<file path="src/rtl/full_adder_2bit.sv">
// Registered ripple-carry adder: WIDTH full-adder cells feeding one output
// register stage. Produces sum, carry-out and a two's-complement overflow flag.

// Single-bit full-adder cell; one instance per operand bit.
module full_adder_cell (
   input  logic a,
   input  logic b,
   input  logic c,
   output logic s,
   output logic co
);
   assign s  = a ^ b ^ c;
   assign co = (a & b) | (a & c) | (b & c);
endmodule

module full_adder_2bit #(
   parameter int WIDTH = 2
) (
   input  logic             clk,
   input  logic             rst_n,
   input  logic             in_valid,
   input  logic [WIDTH-1:0] a,
   input  logic [WIDTH-1:0] b,
   input  logic             cin,
   output logic [WIDTH-1:0] sum,
   output logic             cout,
   output logic             ovf,
   output logic             out_valid
);

   // carry chain: c[0] is the carry-in, c[WIDTH] the carry-out
   logic [WIDTH:0]   c;
   logic [WIDTH-1:0] s;
   logic             ovf_c;

   assign c[0] = cin;

   full_adder_cell u_cell [WIDTH-1:0] (
      .a  (a),
      .b  (b),
      .c  (c[WIDTH-1:0]),
      .s  (s),
      .co (c[WIDTH:1])
   );

   // signed overflow: carry into the MSB differs from carry out of it
   // (for WIDTH=1 the carry into the MSB is cin itself)
   assign ovf_c = c[WIDTH] ^ c[WIDTH-1];

   // capture on valid; results hold while idle so X on idle inputs never lands
   always_ff @(posedge clk or negedge rst_n) begin
      if (!rst_n) begin
         sum       <= '0;
         cout      <= 1'b0;
         ovf       <= 1'b0;
         out_valid <= 1'b0;
      end else begin
         out_valid <= in_valid;
         if (in_valid) begin
            sum  <= s;
            cout <= c[WIDTH];
            ovf  <= ovf_c;
         end
      end
   end

endmodule

</file>
<file path="config.mk">
export PLATFORM = sky130hd
export DESIGN_NAME = full_adder_2bit
export DESIGN_NICKNAME = d
export VERILOG_FILES = /design/src/rtl/full_adder_2bit.sv
export SDC_FILE = /design/constraint.sdc
export NUM_CORES = 1
export LEC_CHECK = 0
export CORE_AREA = 3 3 40 42
export DETAILED_ROUTE_END_ITERATION = 16
export DIE_AREA = 0 0 43 45
export SYNTH_ARGS = -nofsm -noshare
export SYNTH_HDL_FRONTEND = slang
export SYNTH_SLANG_ARGS = --single-unit
</file>
<file path="constraint.sdc">
create_clock -name clk -period 0.8 [get_ports clk]
set_input_delay 0.12 -clock clk [delete_from_list [all_inputs] [get_ports clk]]
set_output_delay 0.12 -clock clk [all_outputs]
set_load 0.05 [all_outputs]
</file>
# Yosys cells after proc, flatten, opt, wreduce, memory -nomap -nowiden
# Cells that the tools add are included.
[op_classes] bitwise_logic=15
[ops] operator="1-bit AND" count=6
[ops] operator="1-bit bitwise XOR" count=5
[ops] operator="1-bit bitwise OR" count=4
[totals] in_bits=8 reg_bits=5 out_inout_bits=5 elab_cells=19

# Longest topological paths before layout
[depth] ltp_word=7 mapped_depth=5 mapped_depth_nobuf=5

# Cells and area by module
# From an unflattened synthesis, not the netlist that was laid out.
[unflattened] hier_cells=13 area_unflattened_um2=216.5
[modules_own_cells] mod="full_adder_2bit" area_per_inst_um2=176.4 seq_area_each_um2=125.1 cells_per_inst=11 instances=1
[modules_own_cells] mod="full_adder_cell" area_per_inst_um2=20.0 seq_area_each_um2=0.0 cells_per_inst=1 instances=2

# Least setup slack after synthesis
# Ideal clock, no wire load.
[synth_timing] path_type="input -> register" from="in a[0]" to="reg ovf" t_required_ns=0.723 path_stages=5 path_slack_ns=-0.548 path_buffers=0 arrival_ns=1.270 setup_time_ns=0.077 path_cell_list="inv_1 -> fa_1 -> fa_1 -> xnor2_1 -> a21oi_1"
[synth_via] elab_chain_cells=7 elab_cells_between_ends=9 classes_between="bitwise: 9"
[synth_lines] element="start, declared" line_no="22" rtl="input logic [WIDTH-1:0] a,"
[synth_lines] element="1-bit AND" line_no="13" rtl="assign co = (a & b) | (a & c) | (b & c);"
[synth_lines] element="1-bit bitwise OR * (2 in series)" line_no="13"
[synth_lines] element="1-bit AND" line_no="13"
[synth_lines] element="1-bit bitwise OR (2 in series)" line_no="13"
[synth_lines] element="1-bit bitwise XOR *" line_no="48" rtl="assign ovf_c = c[WIDTH] ^ c[WIDTH-1];"
[synth_lines] element="end signal, assigned" line_no="62" rtl="ovf <= ovf_c;"
[synth_lines] element="end, declared" line_no="27" rtl="output logic ovf,"
# Mark *: on every way between the ends. The rest lies on a longest branch, timed or not.
# A chain may end at the register's enable or synchronous reset.

# Final worst setup path
[layout_timing] from="in cin" to="reg ovf"
[layout_via] elab_chain_cells=7 elab_cells_between_ends=9 classes_between="bitwise: 9"
[layout_lines] element="start, declared" line_no="24" rtl="input logic cin,"
[layout_lines] element="1-bit AND" line_no="13"
[layout_lines] element="1-bit bitwise OR" line_no="13"
[layout_lines] element="1-bit bitwise OR *" line_no="13"
[layout_lines] element="1-bit AND" line_no="13"
[layout_lines] element="1-bit bitwise OR (2 in series)" line_no="13"
[layout_lines] element="1-bit bitwise XOR *" line_no="48"
# Marks and branches as above.

==> results.yml <==
final_layout:
  n_fill_cell: 129
  diodes: 0
  mostFrequentLayoutCell: "buf_12"
  syn_to_final_growth_pct: 103
  final_cell_mix: "5 x buf_12, 4 x dfrtp_1, 4 x buf_4"
  drive_gt1_share_pct: 56.1
  nNetsFinal: 52
placement:
  gp_congestion: 0.647
  post-dp-hpwl_um: 362
  numPortBuffers: 12
setup_path:
  timing.rr.start: "sum[1]"
  worstSetupPathType: "in2reg"
  critical_path.endpoint_type: "register"
  timing.critical_path.buf_inv: 2
  worst_ep_required_time_ns: 0.91
  arrival_ns: 1.20
  max_stage_delay_ns: 0.38
  crit_slowest_cell: "fa_2"
  crit_chain: "buf_8 -> inv_8 -> fa_2 -> fa_2 -> xnor2_2 -> a21oi_1"
  crit_fanout: 2
  setup.worst_path.start: "cin"
  cp-start-kind: "input port"
  crit_family: "adder cells"
  crit_top_cell: "fa_2"
yosys:
  ys_top_cells_by_area: "dfrtp_1 51%, fa_1 16%, inv_1 9.2%, a21oi_1 6.2%, buf_6 4.6%"
  synthAdderAreaFrac_pct: 16.4
  synthSimpleGateAreaFrac_pct: 4.62
  ys_seq_area_share_pct: 51.3
  synth.distinct_cells: 8
  avgSynthCellArea_um2: 11.1
  netlist_area_um2: 244
  yosys_register_bits: 5
  yosys.area.top_type: "dfrtp_1"
  synth_xor_area_share_pct: 3.59
  syn_nets: 32
  synth_top_cell_area_share_pct: 51.3
  ys_warn_count: 0
  synth_compound_area_share_pct: 6.15
  syn_inst: 22
  muxShareOfSynthArea_pct: 4.10
  synth_top_family_by_area: "adder cells"
sta:
  setup_viol: 8
  worst_pin_slew_ns: 0.299
  fmax_mhz: 918
  setup_slack_ns: -0.289
  final-max-slew-violation-count: 0
  skew_ns: 0
  hold_ws_ns: 0.0966
  period_needed_ns: 1.09
  grt_setup_unrepaired: "yes"
  hold_viol: 0
  maxSlewHeadroom_pct: 80.1
  fin_crit_sh_pct: 136
pwr:
  leakage_uw: 0.000240
  power_uw: 1040
  vdd_drop_max_uv: 973
  pwr_density_cell_nw_per_um2: 2110
drt:
  vias: 209
  drt-initial-drc-count: 3
  routed_wl_um: 492
  drc_errors: 0
  wl_per_cell_um: 8.79
  ant_nets: 0
  drt_pre_antenna_iters: 2
  routed_via_density: 3.73
cts:
  insertion_delay_ns: 0.24
  cts_buffers: 3
  root_buffer: "clkbuf_4"
  clockBufferDepth: 2
  clkTransAtPathRegs_ns: 0.04
  clock-sinks: 5
  ctsHoldBuffers: 0
  htreeDepth: 1
  tritoncts: "done"
floorplan:
  die_h_um: 45
  start_util_pct: 19.0
  rows: 13
  dieArea_um2: 1940
  core_um2: 1280
  die_w_um: 43
  ios: 13
grt:
  grt.overflow.total: 0
  grt_pass1_vias: 207
  antenna_found_initial: 0
  grt_max_degree: 9
  grt.total_usage_pct: 5.97
  grt_pass1_wl_um: 779
run:
  drv_cap: 0
run_status:
  status: "complete, but fails checks"
  violations: "negative setup slack"
min_path:
  min_path_type: "in2async"
-- where the power goes --
group / total, uW / switching [uW] / internal, uW
sequential: 330 / 38.2 / 291
clock: 287 / 98.5 / 188
combinational: 426 / 204 / 223
total: 1040 / 340 / 702
-- cells in the mapped netlist, drive strengths merged --
master and instances:
inv 6, dfrtp 5, nor2 3, mux2i 1
xnor2 1, fa 2, a21oi 3, buf 1
-- kinds of logic after synthesis --
kind of cell / count (synthesis)
xor+xnor: 1
mux: 1
flops: 5
simple gates: 3
compound gates: 3
buf+inv: 7
fa+ha+maj: 2
-- flip-flops by register name (all words and copies together), names as in the netlist --
name / count
cout: 1
out_valid: 1
ovf: 1
sum: 2
-- layout make-up --
class                      instances  area [um^2]  area share, %
inverter                           6         30.0           6.08
multi-input combinational         10          101           20.5
tap                               15         18.8           3.80
timing repair buffer              16          191           38.7
clock buffer                       4         26.3           5.32
sequential                         5          126           25.6
-- layer usage --
layer / wire length, um / vias up / GRT usage [%]
li1: - / 102 / -
met4: 0 / 0 / 1.81
met5: 0 / - / 0
met1: 188 / 98 / 5.71
met2: 250 / 9 / 8.98
met3: 53 / 0 / 5.98
-- repair_timing --
item,in CTS,in global routing
setup endpoints to repair,9,8
pin swaps,4,1
buffers inserted,2,1
resized for setup,18,1
-- worst paths after layout --
kind,depth (start not counted),endpoint,slack [ns]
worst max register to register,3,sum[1],0.01
worst min register to register,2,sum[0],0.57
max in group asynchronous,1,sum[0],0.50
worst max-delay path,6,ovf,-0.29
min in group clk,1,out_valid,0.29
worst min-delay path,1,out_valid,0.1
-- stage by stage --
step | TNS, ns | std cells | cell area, um^2 | utilization, % | setup WS [ns]
2_1_floorplan | -1.20 | 22 | 258 | - | -0.432
3_3_place_gp | -3.77 | 49 | 443 | 34.5 | -1.08
3_5_place_dp | -3.81 | 49 | 443 | 34.5 | -1.08
4_1_cts | -1.45 | 55 | 479 | 37.3 | -0.306
5_1_grt | -1.66 | 56 | 494 | 38.5 | -0.312
6_report | -1.43 | 56 | 494 | 38.5 | -0.289
(Power assumes the default switching activity.)
==> RTL edit, RTL diff (same settings) <==
The parameter `WIDTH` goes from 2 to 3.
--- a/src/rtl/full_adder_2bit.sv
+++ b/src/rtl/full_adder_2bit.sv
@@ -14,7 +14,7 @@
 endmodule
 
 module full_adder_2bit #(
-   parameter int WIDTH = 2
+   parameter int WIDTH = 3
 ) (
    input  logic             clk,
    input  logic             rst_n,
Interface: changed (resized a, b and sum); port bits go from 13 to 16. No check against the original RTL was run, so the function may have changed too.
==> RTL edit against the unedited design <==
The run still ends with setup timing left. Total power rose by 35%. Core utilization up 12 points. Design area grew 32%. Die area unchanged. Maximum frequency fell by 28%. Clock skew unchanged. Worst setup slack lost 0.41 ns. Synthesized cell count increased by 18%. Critical path depth grew 3. Wire length grew 32%. Non-clock buffer count up 8. Sequential cell count increased by 1. Area after synthesis grew 32%. Largest power group unchanged.
==> RTL edit: results <==
{
  "status": "finished with violations",
  "violations": "setup timing",
  "timing.hold.ws_ns": 0.119,
  "numPortBuffers": 15,
  "yosys-top-cells-count": "inv_1 (9), dfrtp_1 (6), fa_1 (3), mux2_4 (2), mux2i_1 (2)",
  "design_area_sq_um": 653,
  "met1_usage": 0.0746,
  "arrival_ns": 1.62,
  "synth_cell_types": 9,
  "grt_max_degree": 7,
  "grt_pass1_vias": 266,
  "ys_seq_area_frac": 0.465,
  "placed_area_sq_um": 587,
  "peakVddDrop_uv": 599,
  "largest_reg_flops": 3,
  "drive_gt1_frac": 0.623,
  "r2r_cells": 2,
  "grt_pass1_wl_um": 1070,
  "m1WireLength_um": 236,
  "grtUsageTotal": 0.0758,
  "min_period_over_period": 1.88,
  "wl_met2_um": 388,
  "maxSlewHeadroom": 0.821,
  "place_congestion": 0.662,
  "synth_top_cells_by_area": "dfrtp_1 (47%), fa_1 (19%), inv_1 (10%)",
  "reg2reg_from": "ovf$_DFFE_PN0P_",
  "dp.cells": 59,
  "wl_met3_um": 25,
  "num-fill-cells": 121,
  "reg2reg_slack_ns": -0.12,
  "synth_nets": 39,
  "initialDrtViolationCount": 0,
  "synth_compound_area_frac": 0.0155,
  "final_cells": 68,
  "synth-xor-area-share": 0.0271,
  "p_leak_nw": 0.333,
  "use_met2": 0.144,
  "setup_slack_ns": -0.703,
  "yosysWarningCount": 0,
  "tns_ns": -2.99,
  "cts_resized": 19,
  "viasPerCell": 3.84,
  "setup_violations": 10,
  "nets": 67,
  "routed_wl_um": 650,
  "fmax_ghz": 0.666,
  "synthAdderAreaFrac": 0.186,
  "dr.pass1.iters": 1,
  "pre_cts_ws_ns": -1.50
}
==> RTL edit: cell count changes after synthesis, sizes merged <==
cell	before	now
inv	6	9
a21oi	3	1
mux2	0	2
nor2	3	1
dfrtp	5	6
fa	2	3
mux2i	1	2
==> RTL edit: power breakdown <==
group / total, W / switching, W / leakage (nW) / internal (W)
Sequential: 0.000418 / 0.0000572 / 0.0684 / 0.000361
Clock: 0.000294 / 0.000105 / 0.0150 / 0.000189
Combinational: 0.000695 / 0.000309 / 0.250 / 0.000385
Total: 0.00141 / 0.000472 / 0.333 / 0.000935
==> RTL edit: final cells by class <==
type	instances	area share
Tap cell	15	0.0287
Timing Repair Buffer	24	0.423
Multi-Input combinational cell	10	0.213
Inverter	9	0.0632
Clock buffer	4	0.0402
Sequential cell	6	0.232
==> RTL edit: worst register-to-register path, delay by kind of cell (launching register included) <==
| family | cells | cell delay [ns] |
|---|---|---|
| buf+inv | 1 | 0.15 |
| flops | 1 | 0.40 |
| mux | 1 | 0.25 |
